[config.mk]
export PLATFORM = sky130hd
export DESIGN_NAME = zeroheti_sba_obi_mgr_flat
export DESIGN_NICKNAME = d
export VERILOG_FILES = /design/src/rtl/zeroheti_sba_obi_mgr_if.sv /design/src/rtl/zeroheti_sba_obi_mgr.sv /design/src/flat_wrapper.sv
export SDC_FILE = /design/constraint.sdc
export NUM_CORES = 1
export LEC_CHECK = 0
export BUFFER_PORTS_ARGS = -buffer_cell sky130_fd_sc_hd__buf_2
export CAP_MARGIN = 20
export CORE_UTILIZATION = 46
export DETAILED_ROUTE_END_ITERATION = 12
export HOLD_SLACK_MARGIN = 0.12
export PLACE_DENSITY = 0.8
export SLEW_MARGIN = 0
export SYNTH_ARGS = -nofsm -noshare
export SYNTH_HDL_FRONTEND = slang
export SYNTH_SLANG_ARGS = --single-unit
[constraint.sdc]
create_clock -name clk_i -period 1.8 [get_ports clk_i]
set_input_delay 0.36 -clock clk_i [delete_from_list [all_inputs] [get_ports clk_i]]
set_output_delay 0.36 -clock clk_i [all_outputs]
set_load 0.02 [all_outputs]
[src/rtl/zeroheti_sba_obi_mgr_if.sv]
// ----------------------------------------------------------------------------
// OBI_BUS
// Bundles the OBI request/response signals shared by a manager and a
// subordinate.
//   Manager     : drives req/addr/we/be/wdata/aid; receives gnt/rvalid/rdata/rid/err
//   Subordinate : the mirror view
// ----------------------------------------------------------------------------
interface OBI_BUS #(
   parameter int unsigned AddrWidth = 32,
   parameter int unsigned DataWidth = 32,
   parameter int unsigned IdWidth   = 1
);
   logic                     req;
   logic                     gnt;
   logic [AddrWidth-1:0]     addr;
   logic                     we;
   logic [DataWidth/8-1:0]   be;
   logic [DataWidth-1:0]     wdata;
   logic [IdWidth-1:0]       aid;
   logic                     rvalid;
   logic [DataWidth-1:0]     rdata;
   logic [IdWidth-1:0]       rid;
   logic                     err;

   modport Manager (
      output req, addr, we, be, wdata, aid,
      input  gnt, rvalid, rdata, rid, err
   );

   modport Subordinate (
      input  req, addr, we, be, wdata, aid,
      output gnt, rvalid, rdata, rid, err
   );
endinterface

[src/rtl/zeroheti_sba_obi_mgr.sv]
// ----------------------------------------------------------------------------
// zeroheti_sba_obi_mgr
// Bridges the debug module's system bus access (SBA) requests onto an OBI
// manager port, one transaction at a time, with an optional response timeout.
//
// Ports
//   clk_i, rst_ni          : clock, asynchronous active-low reset
//   sba_req_i .. sba_be_i  : SBA request from the debug module
//   sba_gnt_o              : request accepted (combinational, IDLE only)
//   sba_rvalid_o           : one-cycle response pulse
//   sba_rdata_o            : read data (0 for writes / when not valid)
//   sba_err_o              : OBI error response
//   sba_other_err_o        : unexpected rid, or timeout
//   obi_mgr                : OBI manager port
// ----------------------------------------------------------------------------
module zeroheti_sba_obi_mgr #(
   parameter int unsigned AddrWidth     = 32,
   parameter int unsigned DataWidth     = 32,
   parameter int unsigned IdWidth       = 1,
   parameter int unsigned TimeoutCycles = 255
) (
   input  logic                   clk_i,
   input  logic                   rst_ni,
   input  logic                   sba_req_i,
   input  logic [AddrWidth-1:0]   sba_addr_i,
   input  logic                   sba_we_i,
   input  logic [DataWidth-1:0]   sba_wdata_i,
   input  logic [DataWidth/8-1:0] sba_be_i,
   output logic                   sba_gnt_o,
   output logic                   sba_rvalid_o,
   output logic [DataWidth-1:0]   sba_rdata_o,
   output logic                   sba_err_o,
   output logic                   sba_other_err_o,
   OBI_BUS.Manager                obi_mgr
);

   localparam logic [1:0] IDLE  = 2'd0;
   localparam logic [1:0] ADDR  = 2'd1;
   localparam logic [1:0] RESP  = 2'd2;
   localparam logic [1:0] DRAIN = 2'd3;

   // Keep at least one bit so the counter stays legal when the timeout is off.
   localparam int unsigned CntWidth =
      (TimeoutCycles > 0) ? $clog2(TimeoutCycles + 1) : 1;

   logic [1:0]             r_state;
   logic [CntWidth-1:0]    r_cnt;
   logic [AddrWidth-1:0]   r_addr;
   logic                   r_we;
   logic [DataWidth/8-1:0] r_be;
   logic [DataWidth-1:0]   r_wdata;
   // In DRAIN: whether the abandoned request has already been granted.
   logic                   r_granted;
   logic                   r_rvalid;
   logic [DataWidth-1:0]   r_rdata;
   logic                   r_err;
   logic                   r_other_err;

   logic                   w_gnt;
   logic                   w_timeout;

   assign w_gnt = (r_state == IDLE) && sba_req_i;

   generate
      if (TimeoutCycles > 0) begin : g_timeout
         assign w_timeout = (r_cnt == CntWidth'(TimeoutCycles));
      end else begin : g_no_timeout
         assign w_timeout = 1'b0;
      end
   endgenerate

   always_ff @(posedge clk_i or negedge rst_ni) begin
      if (!rst_ni) begin
         r_state     <= IDLE;
         r_cnt       <= '0;
         r_addr      <= '0;
         r_we        <= 1'b0;
         r_be        <= '0;
         r_wdata     <= '0;
         r_granted   <= 1'b0;
         r_rvalid    <= 1'b0;
         r_rdata     <= '0;
         r_err       <= 1'b0;
         r_other_err <= 1'b0;
      end else begin
         // Response outputs are single-cycle pulses and read as 0 otherwise.
         r_rvalid    <= 1'b0;
         r_rdata     <= '0;
         r_err       <= 1'b0;
         r_other_err <= 1'b0;

         if ((TimeoutCycles != 0) && ((r_state == ADDR) || (r_state == RESP))) begin
            r_cnt <= r_cnt + 1'b1;
         end

         case (r_state)
            IDLE: begin
               if (w_gnt) begin
                  r_addr    <= sba_addr_i;
                  r_we      <= sba_we_i;
                  r_be      <= sba_be_i;
                  r_wdata   <= sba_wdata_i;
                  r_cnt     <= '0;
                  r_granted <= 1'b0;
                  r_state   <= ADDR;
               end
            end
            ADDR: begin
               if (w_timeout) begin
                  // Report now, but the request must still stay up until granted.
                  r_rvalid    <= 1'b1;
                  r_other_err <= 1'b1;
                  r_granted   <= obi_mgr.gnt;
                  r_state     <= DRAIN;
               end else if (obi_mgr.gnt) begin
                  r_state <= RESP;
               end
            end
            RESP: begin
               // A real response beats a timeout landing in the same cycle.
               if (obi_mgr.rvalid) begin
                  r_rvalid    <= 1'b1;
                  r_rdata     <= r_we ? '0 : obi_mgr.rdata;
                  r_err       <= obi_mgr.err;
                  r_other_err <= (obi_mgr.rid != '0);
                  r_state     <= IDLE;
               end else if (w_timeout) begin
                  r_rvalid    <= 1'b1;
                  r_other_err <= 1'b1;
                  r_granted   <= 1'b1;
                  r_state     <= DRAIN;
               end
            end
            DRAIN: begin
               // Finish the abandoned transaction silently so the bus stays
               // consistent before the next request is accepted.
               if (!r_granted) begin
                  if (obi_mgr.gnt) begin
                     r_granted <= 1'b1;
                  end
               end else if (obi_mgr.rvalid) begin
                  r_state <= IDLE;
               end
            end
            default: r_state <= IDLE;
         endcase
      end
   end

   assign sba_gnt_o       = w_gnt;
   assign sba_rvalid_o    = r_rvalid;
   assign sba_rdata_o     = r_rdata;
   assign sba_err_o       = r_err;
   assign sba_other_err_o = r_other_err;

   assign obi_mgr.req   = (r_state == ADDR) || ((r_state == DRAIN) && !r_granted);
   assign obi_mgr.addr  = r_addr;
   assign obi_mgr.we    = r_we;
   assign obi_mgr.be    = r_be;
   assign obi_mgr.wdata = r_wdata;
   assign obi_mgr.aid   = '0;

endmodule

[src/flat_wrapper.sv]
// flat-port wrapper written by rule: the top's interface ports become plain ports
module zeroheti_sba_obi_mgr_flat 
#(
   parameter int unsigned AddrWidth     = 32,
   parameter int unsigned DataWidth     = 32,
   parameter int unsigned IdWidth       = 1,
   parameter int unsigned TimeoutCycles = 255
)
  (clk_i, rst_ni, sba_req_i, sba_addr_i, sba_we_i, sba_wdata_i, sba_be_i, sba_gnt_o, sba_rvalid_o, sba_rdata_o, sba_err_o, sba_other_err_o, obi_mgr_req, obi_mgr_addr, obi_mgr_we, obi_mgr_be, obi_mgr_wdata, obi_mgr_aid, obi_mgr_gnt, obi_mgr_rvalid, obi_mgr_rdata, obi_mgr_rid, obi_mgr_err);
  OBI_BUS #(.AddrWidth(AddrWidth), .DataWidth(DataWidth), .IdWidth(IdWidth)) obi_mgr_i ();
  input  logic clk_i;
  input  logic rst_ni;
  input  logic sba_req_i;
  input  logic [AddrWidth-1:0] sba_addr_i;
  input  logic sba_we_i;
  input  logic [DataWidth-1:0] sba_wdata_i;
  input  logic [DataWidth/8-1:0] sba_be_i;
  output logic sba_gnt_o;
  output logic sba_rvalid_o;
  output logic [DataWidth-1:0] sba_rdata_o;
  output logic sba_err_o;
  output logic sba_other_err_o;
  output wire logic [$bits(obi_mgr_i.req)-1:0] obi_mgr_req;
  output wire logic [$bits(obi_mgr_i.addr)-1:0] obi_mgr_addr;
  output wire logic [$bits(obi_mgr_i.we)-1:0] obi_mgr_we;
  output wire logic [$bits(obi_mgr_i.be)-1:0] obi_mgr_be;
  output wire logic [$bits(obi_mgr_i.wdata)-1:0] obi_mgr_wdata;
  output wire logic [$bits(obi_mgr_i.aid)-1:0] obi_mgr_aid;
  input wire logic [$bits(obi_mgr_i.gnt)-1:0] obi_mgr_gnt;
  input wire logic [$bits(obi_mgr_i.rvalid)-1:0] obi_mgr_rvalid;
  input wire logic [$bits(obi_mgr_i.rdata)-1:0] obi_mgr_rdata;
  input wire logic [$bits(obi_mgr_i.rid)-1:0] obi_mgr_rid;
  input wire logic [$bits(obi_mgr_i.err)-1:0] obi_mgr_err;
  assign obi_mgr_req = obi_mgr_i.req;
  assign obi_mgr_addr = obi_mgr_i.addr;
  assign obi_mgr_we = obi_mgr_i.we;
  assign obi_mgr_be = obi_mgr_i.be;
  assign obi_mgr_wdata = obi_mgr_i.wdata;
  assign obi_mgr_aid = obi_mgr_i.aid;
  assign obi_mgr_i.gnt = obi_mgr_gnt;
  assign obi_mgr_i.rvalid = obi_mgr_rvalid;
  assign obi_mgr_i.rdata = obi_mgr_rdata;
  assign obi_mgr_i.rid = obi_mgr_rid;
  assign obi_mgr_i.err = obi_mgr_err;
  zeroheti_sba_obi_mgr #(.AddrWidth(AddrWidth), .DataWidth(DataWidth), .IdWidth(IdWidth), .TimeoutCycles(TimeoutCycles)) u_core (.clk_i(clk_i), .rst_ni(rst_ni), .sba_req_i(sba_req_i), .sba_addr_i(sba_addr_i), .sba_we_i(sba_we_i), .sba_wdata_i(sba_wdata_i), .sba_be_i(sba_be_i), .sba_gnt_o(sba_gnt_o), .sba_rvalid_o(sba_rvalid_o), .sba_rdata_o(sba_rdata_o), .sba_err_o(sba_err_o), .sba_other_err_o(sba_other_err_o), .obi_mgr(obi_mgr_i));
endmodule
Word-level counts from Yosys, hierarchy flattened
Cells that the tools add are included.
Word-level totals
  bits in registers: 115
  latch bits: 0
  memory bits (writable): 0
  memory bits (read-only): 0
  input port bits: 108
  word-level logic and storage cells: 61
  memories kept: 0
Operators by class
  $add $sub $neg: 1
  multiply operators: 0
  div/mod/pow operators: 0
  $lt $le $gt $ge: 0
  equal/unequal tests: 12
  shifts and indexed selects: 0
  muxes and demuxes: 28
  bitwise logic cells: 0
  reductions and logical operators: 9
Operator list (count)
  $mux W32: 3
  $mux W8: 3
  $mux W2: 7
  $mux W1: 11
  $add A8 B1 Y8 const B: 1
  $eq A8 B8 Y1 const B: 1
  $pmux W2 S4: 1
  $ne A2 B1 Y1 const B: 3
  $ne A2 B2 Y1 const B: 3
  $ne A3 B2 Y1 const B: 2
  $reduce_and A5 Y1: 1
  $eq A2 B2 Y1 const B: 2
  $pmux W1 S2: 2
  $pmux W1 S4: 1
  $reduce_and A4 Y1: 1
  $eq A2 B1 Y1 const B: 1
  $logic_and A1 B1 Y1: 2
  $logic_not A2 Y1: 1
  $logic_or A1 B1 Y1: 2
  $reduce_and A2 Y1: 1
  $logic_not A1 Y1: 1

Depth between registers and ports, before layout
  depth in word-level cells: 5
  gate-level depth with buffers: 7
  mapped depth without buffers: 6

Worst setup path after synthesis
Ideal clock, no wire load.
  path type: register to register
  start point: reg u_core.r_state[0]
  end point: reg u_core.r_addr[20], in the netlist u_core.obi_mgr.addr[20]
  arrival time: 1.482 ns
  required time: 1.675 ns
  setup slack: 0.193 ns
  stages on the path, launching flop included: 8
  path buffers: 3
  path through: dfrtp_1 > inv_1 > ha_1 > and2_4 > buf_6 > buf_6 > buf_6 > mux2_4
On the way
  word-level cells in the longest chain between the ends: 3
RTL lines
  from (decl): line zeroheti_sba_obi_mgr.sv:46  | logic [1:0] r_state;
  from (signal assigned): line zeroheti_sba_obi_mgr.sv:74  | r_state <= IDLE;
  from (signal assigned): line zeroheti_sba_obi_mgr.sv:105  | r_state <= ADDR;
  from (signal assigned): line zeroheti_sba_obi_mgr.sv:114  | r_state <= DRAIN;
  $logic_not A2 Y1 (*): line zeroheti_sba_obi_mgr.sv:62, zeroheti_sba_obi_mgr.sv:96
  $logic_and A1 B1 Y1: line zeroheti_sba_obi_mgr.sv:62  | assign w_gnt = (r_state == IDLE) && sba_req_i;
  $reduce_and A2 Y1 (no line) (*)
  to (signal assigned): line zeroheti_sba_obi_mgr.sv:99  | r_addr <= sba_addr_i;
  to (decl): line zeroheti_sba_obi_mgr.sv:48  | logic [AddrWidth-1:0] r_addr;
Every way passes the cells marked *; elsewhere a longest branch is shown, timed or not.
A chain may end at the register's enable or synchronous reset.

Final worst setup path
  start point: reg u_core.r_state[1]
  end point: out sba_gnt_o
On the way
  word-level cells in the longest chain between the ends: 2
RTL lines
  $logic_not A2 Y1: line zeroheti_sba_obi_mgr.sv:62
  $logic_and A1 B1 Y1: line zeroheti_sba_obi_mgr.sv:62
  to (decl): line flat_wrapper.sv:18  | output logic sba_gnt_o;
Every way passes these cells.

==> out/metrics.yaml <==
grt_max_degree: 43
gp_congestion: 0.846
dr.pass1.iters: 6
synth-seq-area-share_pct: 65.0
peakVddDrop_v: 0.00101
synth_edf_count: 0
synth_seq_cells: 115
fillers: 531
gr-usage-all-layers_pct: 25.8
drtAntennaViolNets: 0
wl_mm: 12.6
drt_iter0_markers: 88
top_usage_layer: "met2"
outcome: "finished with violations"
yosys_warnings: 0
root_buffer: "clkbuf_8"
routed_via_density: 4.73
cts_inserted_buffers: 17
io_pins: 215
finalSetupTns_ns: -0.0722
fin_crit_ns: 1.84
met1_usage_pct: 27.7
slew_viol_final: 0
die-area_um2: 10000
synth.area.top_cells: "dfrtp_1 65%, mux2_2 15%, and2_1 4.5%"
rsz0062_at_grt: "true"
portBuffers: 213
violations: "setup timing"
met2_usage_pct: 48.0
p_per_area_nw_per_um2: 1670
die_w_um: 100
hpwl_mm: 7.08
fp-row-count: 35
cts_tree: "built"
reg2reg_depth: 6
antenna_found_initial: 0
insertedDiodeCount: 0
final_nets: 745
path_clk_slew_ns: 0.06
synth_area_um2: 4420
yosys.area.top_type: "dfrtp_1"
die_y_um: 100
final_cell_area_um2: 7380
leakage_nw: 3.71
holdPathStages: 2
layout-drive-gt1-share_pct: 52.5
drc: 0
syn_inst: 297
finalSetupViolCount: 2
period_share_pct: 102
startpoint_type: "register"
fin_ws_ns: -0.0370
path_max_fanout: 4
end_kind: "output pin"
cts_sinks: 115
hold_viol_final: 0
synth_top_area_share_pct: 65.0
grt_pass1_vias: 4038
ys_top_cells_by_count: "115 x dfrtp_1, 58 x mux2_2, 32 x and2_1, 12 x nor2_1, 11 x mux2_4"
initial_core_util_pct: 47.7
crit_type: "register to output pin"
grtUsageMet3_pct: 7.87
vias: 3658
synthFlopType: "dfrtp_1"
async_flop_share_pct: 100
yosysMostFrequentCell: "dfrtp_1"
syn_area_per_cell_um2: 14.9
core_area_um2: 9280
holdWs_ns: 0.159
synthToLayoutAreaGrowth_pct: 66.7
clk_latency_ns: 0.50
maxCapViolations: 0
fmax_ghz: 0.544
fin_util_pct: 79.5
syn_nets: 411
overflow: 0
htreeDepth: 4
fin_skew_ns: 0.00748
critPathRequiredTime_ns: 1.44
place_area_um2: 5680
grt_pass1_wl_mm: 19.5
hp-class: "input port to register"
wl_per_cell_um: 16.3
arrival_ns: 1.48
clock_path_buffers: 2
ys_types: 34
[cell type report]
class / instances / area [um2] / area share [%]
repair buffers: 329 / 2270 / 30.8
inverters: 5 / 18.8 / 0.254
well taps: 129 / 161 / 2.19
multi-input cells: 163 / 1470 / 19.9
clock buffers: 19 / 422 / 5.72
flip-flops and latches: 115 / 2880 / 39.0
clock inverters: 13 / 159 / 2.15
[layer usage]
metal  share of wire, %  wire, um  up-vias
met2                 55      6900      159
li1                   -         -     1676
met5                  0         0        -
met4                1.9       240        0
met1                 36      4590     1799
met3                7.1       894       24
[sequential cells by signal, indices dropped and copies added (netlist names)]
register / cells
u_core.obi_mgr.wdata: 32
u_core.r_granted: 1
u_core.r_state: 2
u_core.r_cnt: 8
u_core.sba_err_o: 1
u_core.obi_mgr.we: 1
u_core.sba_rvalid_o: 1
u_core.sba_rdata_o: 32
u_core.sba_other_err_o: 1
u_core.obi_mgr.be: 4
u_core.obi_mgr.addr: 32
[power breakdown]
part / total, mW / switching (mW) / internal, mW
sequential: 4.12 / 0.549 / 3.57
clock: 3.26 / 1.16 / 2.10
combinational: 4.94 / 2.67 / 2.28
total: 12.3 / 4.37 / 7.95
[worst max-delay path, cell delays in order, from the launching register on]
cell,delay [ns]
dfrtp_1,0.43
inv_2,0.08
ha_1,0.19
and2_4,0.14
buf_6,0.13
[logic make-up after synthesis]
logic type	count (synthesis)	share of synthesized area [%]
AOI/OAI and AO/OA	15	2.38
xor gates and xnor gates	6	1.19
adders and majority gates	6	1.70
buffers and inverters	19	2.60
DFF	115	65.0
muxes	72	19.2
other	1	0.0848
and+or+nand+nor	63	7.83
[repair_timing]
action | CTS | global route
pin swaps | 1 | 0
hold endpoints to repair | 216 | 0
setup endpoints to repair | 2 | 28
hold buffers | 102 | 0
buffers inserted | 6 | 0
gates resized for setup | 11 | 3
[final timing paths]
kind,end,slack [ns],start
max,sba_gnt_o,-0.04,u_core.r_state[1]
min,u_core.sba_err_o,0.16,obi_mgr_err
max reg2reg,u_core.obi_mgr.wdata[24],0.07,u_core.r_state[1]
min reg2reg,u_core.obi_mgr.wdata[10],0.50,u_core.obi_mgr.wdata[10]
max in group asynchronous,u_core.r_state[0],0.93,rst_ni
min in group asynchronous,u_core.obi_mgr.addr[25],0.29,rst_ni
[layout by cell type, fill, tap and decap left out, drive strengths merged, types with 2 or more instances in the layout]
| cell | synthesis | routed |
|---|---|---|
| buf | 11 | 227 |
| dfrtp | 115 | 115 |
| dlygate4sd3 | 0 | 102 |
| mux2 | 69 | 69 |
| and2 | 33 | 33 |
| clkbuf | 3 | 19 |
| nor2 | 12 | 12 |
| nand2 | 6 | 6 |
| ha | 6 | 6 |
| clkinv | 0 | 6 |
| inv | 5 | 6 |
| xnor2 | 4 | 4 |
| nand4 | 3 | 3 |
| o21ai | 3 | 3 |
| nand3 | 3 | 3 |
| mux2i | 3 | 3 |
| clkinvlp | 0 | 3 |
| bufinv | 0 | 3 |
| a21oi | 2 | 2 |
| nor3 | 2 | 2 |
| xor2 | 2 | 2 |
| a21boi | 2 | 2 |
| nor2b | 2 | 2 |
[metrics by stage]
step,total power [mW],instances,setup slack (ns)
final,12.3,773,-0.0370
after detailed placement,8.59,633,0.139
after global routing,12.9,773,-0.0981
after floorplan,7.06,297,0.193
after CTS,12.2,773,-0.0557
after global placement,8.42,633,0.218
Note: power is estimated with default switching activity, not from simulation.
